**config.mk**
```make
export PLATFORM = sky130hd
export DESIGN_NAME = piso_serial_tx
export DESIGN_NICKNAME = d
export VERILOG_FILES = /design/src/rtl/piso_pkg.sv /design/src/rtl/piso_tick_counter.sv /design/src/rtl/piso_serial_tx.sv
export SDC_FILE = /design/constraint.sdc
export NUM_CORES = 1
export LEC_CHECK = 0
export BUFFER_PORTS_ARGS = -buffer_cell sky130_fd_sc_hd__buf_2
export CORE_MARGIN = 3
export CORE_UTILIZATION = 52
export DETAILED_ROUTE_END_ITERATION = 16
export GPL_ROUTABILITY_DRIVEN = 0
export PLACE_DENSITY = 0.74
export SYNTH_ARGS = -nofsm -noshare
export SYNTH_HDL_FRONTEND = slang
export SYNTH_SLANG_ARGS = --single-unit
```
**constraint.sdc**
```tcl
create_clock -name clk -period 5.8 [get_ports clk]
set_input_delay 0.58 -clock clk [delete_from_list [all_inputs] [get_ports clk]]
set_output_delay 0.58 -clock clk [all_outputs]
set_load 0.02 [all_outputs]
```
**src/rtl/piso_pkg.sv**
```systemverilog
// Shared definitions for the PISO transmitter and its SIPO capture counterpart:
// frame state encoding, default frame geometry and counter sizing.
package piso_pkg;

  localparam int DATA_W_DEF     = 12;
  localparam int START_DLY_DEF  = 1;
  localparam int BIT_CYCLES_DEF = 1;

  typedef enum logic [2:0] {
    IDLE  = 3'd0,
    SYNC  = 3'd1,
    LEAD  = 3'd2,
    SHIFT = 3'd3,
    DONE  = 3'd4
  } piso_state_e;

  // Bits needed to hold values 0..max_val, never fewer than one.
  function automatic int cnt_width(input int max_val);
    return (max_val < 1) ? 1 : $clog2(max_val + 1);
  endfunction

endpackage

```
**src/rtl/piso_tick_counter.sv**
```systemverilog
// Loadable down-counter that parks at zero; tc_o marks the terminal count.
// Used both for cycle waits (lead-in, per-bit hold) and for counting bits.
module piso_tick_counter #(
  parameter int W = 4
) (
  input  logic         clk,
  input  logic         reset_b,
  input  logic         load_i,
  input  logic [W-1:0] load_val_i,
  input  logic         dec_i,
  output logic         tc_o
);

  logic [W-1:0] cnt_q;
  logic [W-1:0] cnt_d;

  // NOTE: every variable assigned in always_comb gets a default first, so no path leaves it unassigned and no latch is inferred.
  always_comb begin
    cnt_d = cnt_q;
    if (load_i) begin
      cnt_d = load_val_i;
    end else if (dec_i && (cnt_q != '0)) begin
      cnt_d = cnt_q - W'(1);
    end
  end

  // NOTE: state is updated with non-blocking assignments and cleared by the asynchronous active-low reset.
  always_ff @(posedge clk or negedge reset_b) begin
    if (!reset_b) begin
      cnt_q <= '0;
    end else begin
      cnt_q <= cnt_d;
    end
  end

  assign tc_o = (cnt_q == '0);

endmodule

```
**src/rtl/piso_serial_tx.sv**
```systemverilog
// Parallel-in/serial-out frame transmitter: frame_sync strobe, lead-in, MSB-first bits, done pulse.
// Build option PISO_PARITY_EN appends an even-parity bit after the LSB.
module piso_serial_tx
  import piso_pkg::*;
#(
  parameter int DATA_W     = DATA_W_DEF,
  parameter int START_DLY  = START_DLY_DEF,
  parameter int BIT_CYCLES = BIT_CYCLES_DEF
) (
  input  logic              clk,
  input  logic              reset_b,
  input  logic [DATA_W-1:0] tx_data_i,
  input  logic              tx_valid_i,
  output logic              tx_ready_o,
  output logic              frame_sync_o,
  output logic              sdata_o,
  output logic              sdata_en_o,
  output logic              tx_done_o,
  output logic              busy_o
);

`ifdef PISO_PARITY_EN
  localparam int NBITS = DATA_W + 1;
`else
  localparam int NBITS = DATA_W;
`endif

  localparam int CYC_MAX = (BIT_CYCLES > START_DLY) ? BIT_CYCLES : START_DLY;
  localparam int CYC_W   = cnt_width(CYC_MAX);
  localparam int BIT_W   = cnt_width(DATA_W);

  localparam logic [CYC_W-1:0] HOLD_LOAD = CYC_W'(BIT_CYCLES - 1);
  localparam logic [CYC_W-1:0] LEAD_LOAD = CYC_W'((START_DLY > 0) ? START_DLY - 1 : 0);
  localparam logic [BIT_W-1:0] BIT_LOAD  = BIT_W'(NBITS - 1);

  // With no lead-in the frame goes straight from the sync cycle to the first bit.
  localparam piso_state_e AFTER_SYNC = (START_DLY > 0) ? LEAD : SHIFT;
  localparam logic [CYC_W-1:0] SYNC_CYC_LOAD = (START_DLY > 0) ? LEAD_LOAD : HOLD_LOAD;

  piso_state_e        state_q;
  logic [NBITS-1:0]   shift_q;
  logic [NBITS-1:0]   load_word;

  logic               cyc_load;
  logic [CYC_W-1:0]   cyc_load_val;
  logic               cyc_dec;
  logic               cyc_tc;
  logic               bit_load;
  logic               bit_dec;
  logic               bit_tc;

`ifdef PISO_PARITY_EN
  assign load_word = {tx_data_i, ^tx_data_i};
`else
  assign load_word = tx_data_i;
`endif

  // Counter control: the cycle counter times the lead-in and each bit hold,
  // the bit counter counts remaining bits of the frame.
  always_comb begin
    cyc_load     = 1'b0;
    cyc_load_val = HOLD_LOAD;
    cyc_dec      = 1'b0;
    bit_load     = 1'b0;
    bit_dec      = 1'b0;
    case (state_q)
      SYNC: begin
        cyc_load     = 1'b1;
        cyc_load_val = SYNC_CYC_LOAD;
        bit_load     = 1'b1;
      end
      LEAD: begin
        if (cyc_tc) begin
          cyc_load = 1'b1;
        end else begin
          cyc_dec = 1'b1;
        end
      end
      SHIFT: begin
        if (cyc_tc) begin
          if (!bit_tc) begin
            cyc_load = 1'b1;
            bit_dec  = 1'b1;
          end
        end else begin
          cyc_dec = 1'b1;
        end
      end
      default: begin
      end
    endcase
  end

  piso_tick_counter #(
    .W (CYC_W)
  ) u_cyc_cnt (
    .clk        (clk),
    .reset_b    (reset_b),
    .load_i     (cyc_load),
    .load_val_i (cyc_load_val),
    .dec_i      (cyc_dec),
    .tc_o       (cyc_tc)
  );

  piso_tick_counter #(
    .W (BIT_W)
  ) u_bit_cnt (
    .clk        (clk),
    .reset_b    (reset_b),
    .load_i     (bit_load),
    .load_val_i (BIT_LOAD),
    .dec_i      (bit_dec),
    .tc_o       (bit_tc)
  );

  always_ff @(posedge clk or negedge reset_b) begin
    if (!reset_b) begin
      state_q <= IDLE;
      shift_q <= '0;
    end else begin
      case (state_q)
        IDLE: begin
          if (tx_valid_i) begin
            state_q <= SYNC;
            shift_q <= load_word;
          end
        end
        SYNC: begin
          state_q <= AFTER_SYNC;
        end
        LEAD: begin
          if (cyc_tc) begin
            state_q <= SHIFT;
          end
        end
        SHIFT: begin
          if (cyc_tc) begin
            if (bit_tc) begin
              state_q <= DONE;
            end else begin
              shift_q <= {shift_q[NBITS-2:0], 1'b0};
            end
          end
        end
        DONE: begin
          state_q <= IDLE;
        end
        default: begin
          state_q <= IDLE;
        end
      endcase
    end
  end

  // Outputs decode registered state only; nothing combinational from the inputs.
  assign tx_ready_o   = (state_q == IDLE);
  assign busy_o       = (state_q != IDLE);
  assign frame_sync_o = (state_q == SYNC);
  assign sdata_en_o   = (state_q == SHIFT);
  assign sdata_o      = (state_q == SHIFT) & shift_q[NBITS-1];
  assign tx_done_o    = (state_q == DONE);

endmodule

```
* Yosys cells after proc, flatten, opt, wreduce, memory -nomap -nowiden
Cells that the tools add are included.
** Word-level totals
- Register bits after elaboration :: 20
- Input bits :: 15
- Output and inout bits :: 6
- Word-level logic and storage cells :: 49
** Operators by class
- $add $sub $neg :: 2
- Equal/unequal tests :: 9
- Muxes and demuxes :: 21
- Bitwise operators :: 1
- Reduce and logical (&&, ||, !) cells :: 12
** Operators by type and width (count)
- two-way mux 12 bit :: 3
- one-hot mux 12 bit (2 select lines) :: 1
- two-way mux 3 bit :: 4
- one-hot mux 3 bit (4 select lines) :: 1
- two-way mux 1 bit :: 9
- two-way mux 4 bit :: 2
- != test 2 bit, second input constant :: 4
- AND reduction 4 bit :: 2
- == test 3 x 2 -> 1 bit, second input constant :: 2
- nonzero test 2 bit :: 3
- zero test 4 bit :: 1
- nonzero test 4 bit :: 1
- subtractor 4 x 1 -> 4 bit, second input constant :: 1
- == test 3 x 1 -> 1 bit, second input constant :: 1
- == test 3 bit, second input constant :: 1
- zero test 3 bit :: 1
- one-hot mux 1 bit (3 select lines) :: 1
- nonzero test 3 bit :: 1
- logical AND 1 bit :: 2
- != test 2 x 1 -> 1 bit, second input constant :: 1
- OR reduction 2 bit :: 1
- bitwise AND 1 bit :: 1
- subtractor 1 bit, second input constant :: 1

* Logic depth before layout (Yosys ltp)
- Depth in word-level cells :: 7
- Mapped depth :: 7

* By module
Synthesis repeated with hierarchy kept, for this count alone.
** Unflattened totals
- Cell total of the unflattened synthesis :: 101
- Area total of the unflattened synthesis :: 1206.2 sq um
** Modules (own cells, without submodules)
- piso_serial_tx :: instances 1, cells an instance 70, area an instance 890.9 sq um
- piso_tick_counter at u_bit_cnt :: instances 1, cells an instance 27, area an instance 270.3 sq um
- piso_tick_counter at u_cyc_cnt :: instances 1, cells an instance 4, area an instance 45.0 sq um

* Worst setup path before layout
No wires, ideal clock.
- Path kind :: register to output
- Start :: register state_q[2]
- End :: output port sdata_o
- Arrival time :: 1.310 ns
- Data required time :: 5.220 ns
- Setup slack :: 3.910 ns
- Cell stages (with the launch flop) :: 5
- Cell sequence :: dfrtp_1 > nand3b_1 > buf_2 > inv_1 > and2_1
** On the way
- Longest elaborated chain between the ends :: 2
** Ends and longest elaborated chain
- start, declared :: RTL line piso_serial_tx.sv:40 : piso_state_e state_q;
- start signal, assigned :: RTL line piso_serial_tx.sv:118 : state_q <= IDLE;
- start signal, assigned :: RTL line piso_serial_tx.sv:124 : state_q <= SYNC;
- start signal, assigned :: RTL line piso_serial_tx.sv:129 : state_q <= AFTER_SYNC;
- == test 3 x 2 -> 1 bit
- net sdata_en_o :: RTL line piso_serial_tx.sv:17 : output logic sdata_en_o,
- bitwise AND 1 bit :: RTL line piso_serial_tx.sv:160 : assign sdata_o = (state_q == SHIFT) & shift_q[NBITS-1];
- end, declared :: RTL line piso_serial_tx.sv:16 : output logic sdata_o,
The timed path passes the listed nets, and every way through them passes these cells.

* Worst setup path in the final report
- Start :: register state_q[1]
- End :: output port sdata_o
** On the way
- Longest elaborated chain between the ends :: 2
** Ends and longest elaborated chain (RTL line)
- == test 3 x 2 -> 1 bit :: piso_serial_tx.sv:160
- bitwise AND 1 bit :: piso_serial_tx.sv:160
No other way between the ends.

==> flow_summary_export.csv <==
group,metric,value,unit
cts,postCtsSetupBuffers,0,
detailed_routing,routed-via-count,695,
layout,final_cells,134,
yosys,synth_warnings,0,
cts,numCtsBuffers,3,
layout,diodes,0,
timing,period_needed,2.42,ns
setup_path,crit_path_end_kind,"primary output",
cts,cts_resized,0,
timing,fin_skew,0.00502,ns
power_and_ir_drop,intPower,434,µW
power_and_ir_drop,clkPwrFrac,0.120,
detailed_routing,viasPerCell,5.19,
placed_design,portBuffers,20,
yosys,synth_top_family_by_area,"multiplexers",
power_and_ir_drop,power.switching,234,µW
floorplanning,fp-row-count,15,
status,status,"finished, final reports clean",
run,drv_cap,0,
timing,fin_ws,3.38,ns
global_routing,grt_overflow,0,
timing,finalCritPeriodShare,0.417,
detailed_routing,drtPass1Iterations,2,
yosys,synth_top_cells_by_area,"dfrtp_1 46%, mux2_4 13%, mux2_1 9.4%, mux2_2 4.2%, buf_2 2.3%",
timing,drv_slew,0,
global_routing,grt_max_degree,21,
yosys,avgSynthCellArea,11.8,µm²
yosys,ys_seq_area_frac,0.465,
yosys,synth_cell_types,27,
timing,timing.setup.tns,0,ns
power_and_ir_drop,vdd_drop_max,240,µV
global_routing,grt_pass1_vias,693,
placed_design,dp_hpwl,1.33,mm
cts,cts_tree,"done",
yosys,synth_top_area_frac,0.465,
power_and_ir_drop,power.density,552,nW/µm²
floorplanning,start_util,0.586,
yosys,synthAdderAreaFrac,0.0232,
yosys,syn_nets,108,
layout,fin_area,1210,µm²
global_routing,grt_usage,0.159,
floorplanning,die_height,51.5,µm
yosys,synthCells,91,
setup_path,worstSetupStartpointType,"flop",
floorplanning,core,1840,µm²
layout,utilization,0.657,
detailed_routing,drc,0,
timing,fmax,414,MHz
detailed_routing,wl_per_cell,13.6,µm
global_routing,grt_pass1_wl,3.15,mm
power_and_ir_drop,sw_frac_of_total,0.350,
yosys,synth-simple-area-share,0.127,
floorplanning,die-area,2650,µm²
setup_path,cp.required,5.22,ns
yosys,synth_top_cell_by_area,"dfrtp_1",
layout,drive_gt1_frac,0.349,
cts,clock-sinks,20,
timing,finalSetupViolCount,0,
cts,htree_levels,1,
power_and_ir_drop,p_leak,0.622,nW
global_routing,grt_antenna_before_repair,0,
placed_design,placed_cell_area,1170,µm²
cts,cts_hold_buf,0,
detailed_routing,drt_wl_total,1.82,mm
yosys,ys_ff_latch,20,
power_and_ir_drop,seqPwrFrac,0.359,
timing,relSlewSlack,0.564,
power_and_ir_drop,p_comb_frac,0.521,
setup_path,arrival,1.84,ns
cts,worstSkewPairLatency,0.30,ns
cts,cts_buffer_depth,2,
cts,clkTransAtPathRegs,0.11,ns
floorplanning,ios,21,
setup_path,critPathKind,"reg -> out",
cts,cts_root_buf,"clkbuf_4",
detailed_routing,first_iter_violations,8,
hold_path,holdCritPathClass,"in -> async",
floorplanning,die_x,51.5,µm
setup_path,critical_path.max_fanout,14,
timing,hold_viol_final,0,
yosys,synth_compound_area_frac,0.0604,
detailed_routing,ant_nets,0,
timing,tightestPinTransition,0.653,ns
timing,rsz0062_at_grt,"false",
placed_design,placed_cells,130,
yosys,synth_area,1080,µm²
yosys,synth_xor_area_frac,0,
layout,fin_nets,127,
placed_design,dp_slack,3.72,ns
yosys,synth.area.mux_share,0.271,
layout,syn2layout_area_growth,12.2,%
## worst max-delay path, stage by stage, from the launching register on
cell and delay (ns):
dfrtp_1 0.52, nand3b_1 0.52, inv_1 0.21, and2_1 0.14
buf_2 0.15
## logic make-up (layout without fill, tap and decap cells)
logic type                 Yosys count  count (layout)
muxes                               23              23
DFF                                 20              20
buffers and inverters               12              30
AOI/OAI and AO/OA                   11              11
and+or+nand+nor                     23              23
adders and majority gates            2               2
## layer usage
layer | share of wire | GRT usage | wire length, µm
met5 | 0 | 0 | 0
met4 | 0.0077 | 0.0655 | 14
met3 | 0.040 | 0.0258 | 73
met2 | 0.46 | 0.256 | 833
met1 | 0.49 | 0.213 | 897
## cell usage after synthesis
library cell and number:
mux2_1 9, inv_1 6, nand3_1 2, mux2_4 9, buf_6 1, nor2_1 3
nand3b_1 1, or3b_1 1, mux2_2 4, and3_1 3, a21oi_1 2, or3_1 1
dfrtp_1 20, or3b_2 1, nor4b_1 1, mux2i_1 1, ha_1 2, and4bb_1 1
a31oi_1 1, nor3_1 4, o21a_1 1, and2_1 2, buf_2 5, nand2_1 3
a21o_1 1, o21ai_1 5, a2111oi_0 1
## final timing paths
kind / startpoint / to / slack [ns] / cells past startpoint
worst min-delay path: reset_b / u_cyc_cnt.cnt_q / 0.21 / 1
min in group clk: shift_q[5] / shift_q[5] / 0.50 / 1
worst max-delay path: state_q[1] / sdata_o / 3.38 / 4
worst min register to register: shift_q[5] / shift_q[5] / 0.50 / 1
max in group asynchronous: reset_b / state_q[2] / 5.29 / 1
worst max register to register: u_bit_cnt.cnt_q[0] / shift_q[5] / 3.76 / 5
## layout make-up
class                           instances  area (µm²)
Clock buffer                            4        36.3
Fill cell                             150         631
Inverter                                6        22.5
Multi-Input combinational cell         59         518
Sequential cell                        20         500
Tap cell                               25        31.3
Timing Repair Buffer                   20         100
## sequential cells by signal (all words and copies together) (netlist names)
register and cells:
shift_q 12, state_q 3, u_bit_cnt.cnt_q 4, u_cyc_cnt.cnt_q 1
## cell usage in the layout, fill, tap and decap left out, drive strengths merged
| cell | netlist | routed |
|---|---|---|
| buf | 6 | 20 |
| nor2 | 3 | 3 |
| or3 | 1 | 1 |
| and3 | 3 | 3 |
| nand2 | 3 | 3 |
| or3b | 2 | 2 |
| nor4b | 1 | 1 |
| nor3 | 4 | 4 |
| mux2 | 22 | 22 |
| o21ai | 5 | 5 |
| a21oi | 2 | 2 |
| nand3b | 1 | 1 |
| a2111oi | 1 | 1 |
| and2 | 2 | 2 |
| nand3 | 2 | 2 |
| a31oi | 1 | 1 |
| a21o | 1 | 1 |
| ha | 2 | 2 |
| mux2i | 1 | 1 |
| inv | 6 | 6 |
| and4bb | 1 | 1 |
| clkbuf | 0 | 4 |
| dfrtp | 20 | 20 |
| o21a | 1 | 1 |
## power by group through the flow
stage | clock network [mW] | registers (mW) | logic (mW)
2_1_floorplan | 0 | 0.224 | 0.317
3_3_place_gp | 0 | 0.238 | 0.338
3_5_place_dp | 0 | 0.243 | 0.349
4_1_cts | 0.0824 | 0.240 | 0.352
5_1_grt | 0.0883 | 0.249 | 0.384
6_report | 0.0800 | 0.240 | 0.348
## stage by stage
stage	hold WS [ns]	total power [mW]
6_report	0.206	0.667
2_1_floorplan	0.284	0.541
3_3_place_gp	0.460	0.576
4_1_cts	0.220	0.674
5_1_grt	0.230	0.721
3_5_place_dp	0.475	0.591
No activity file was read; power rests on OpenSTA's default activity.
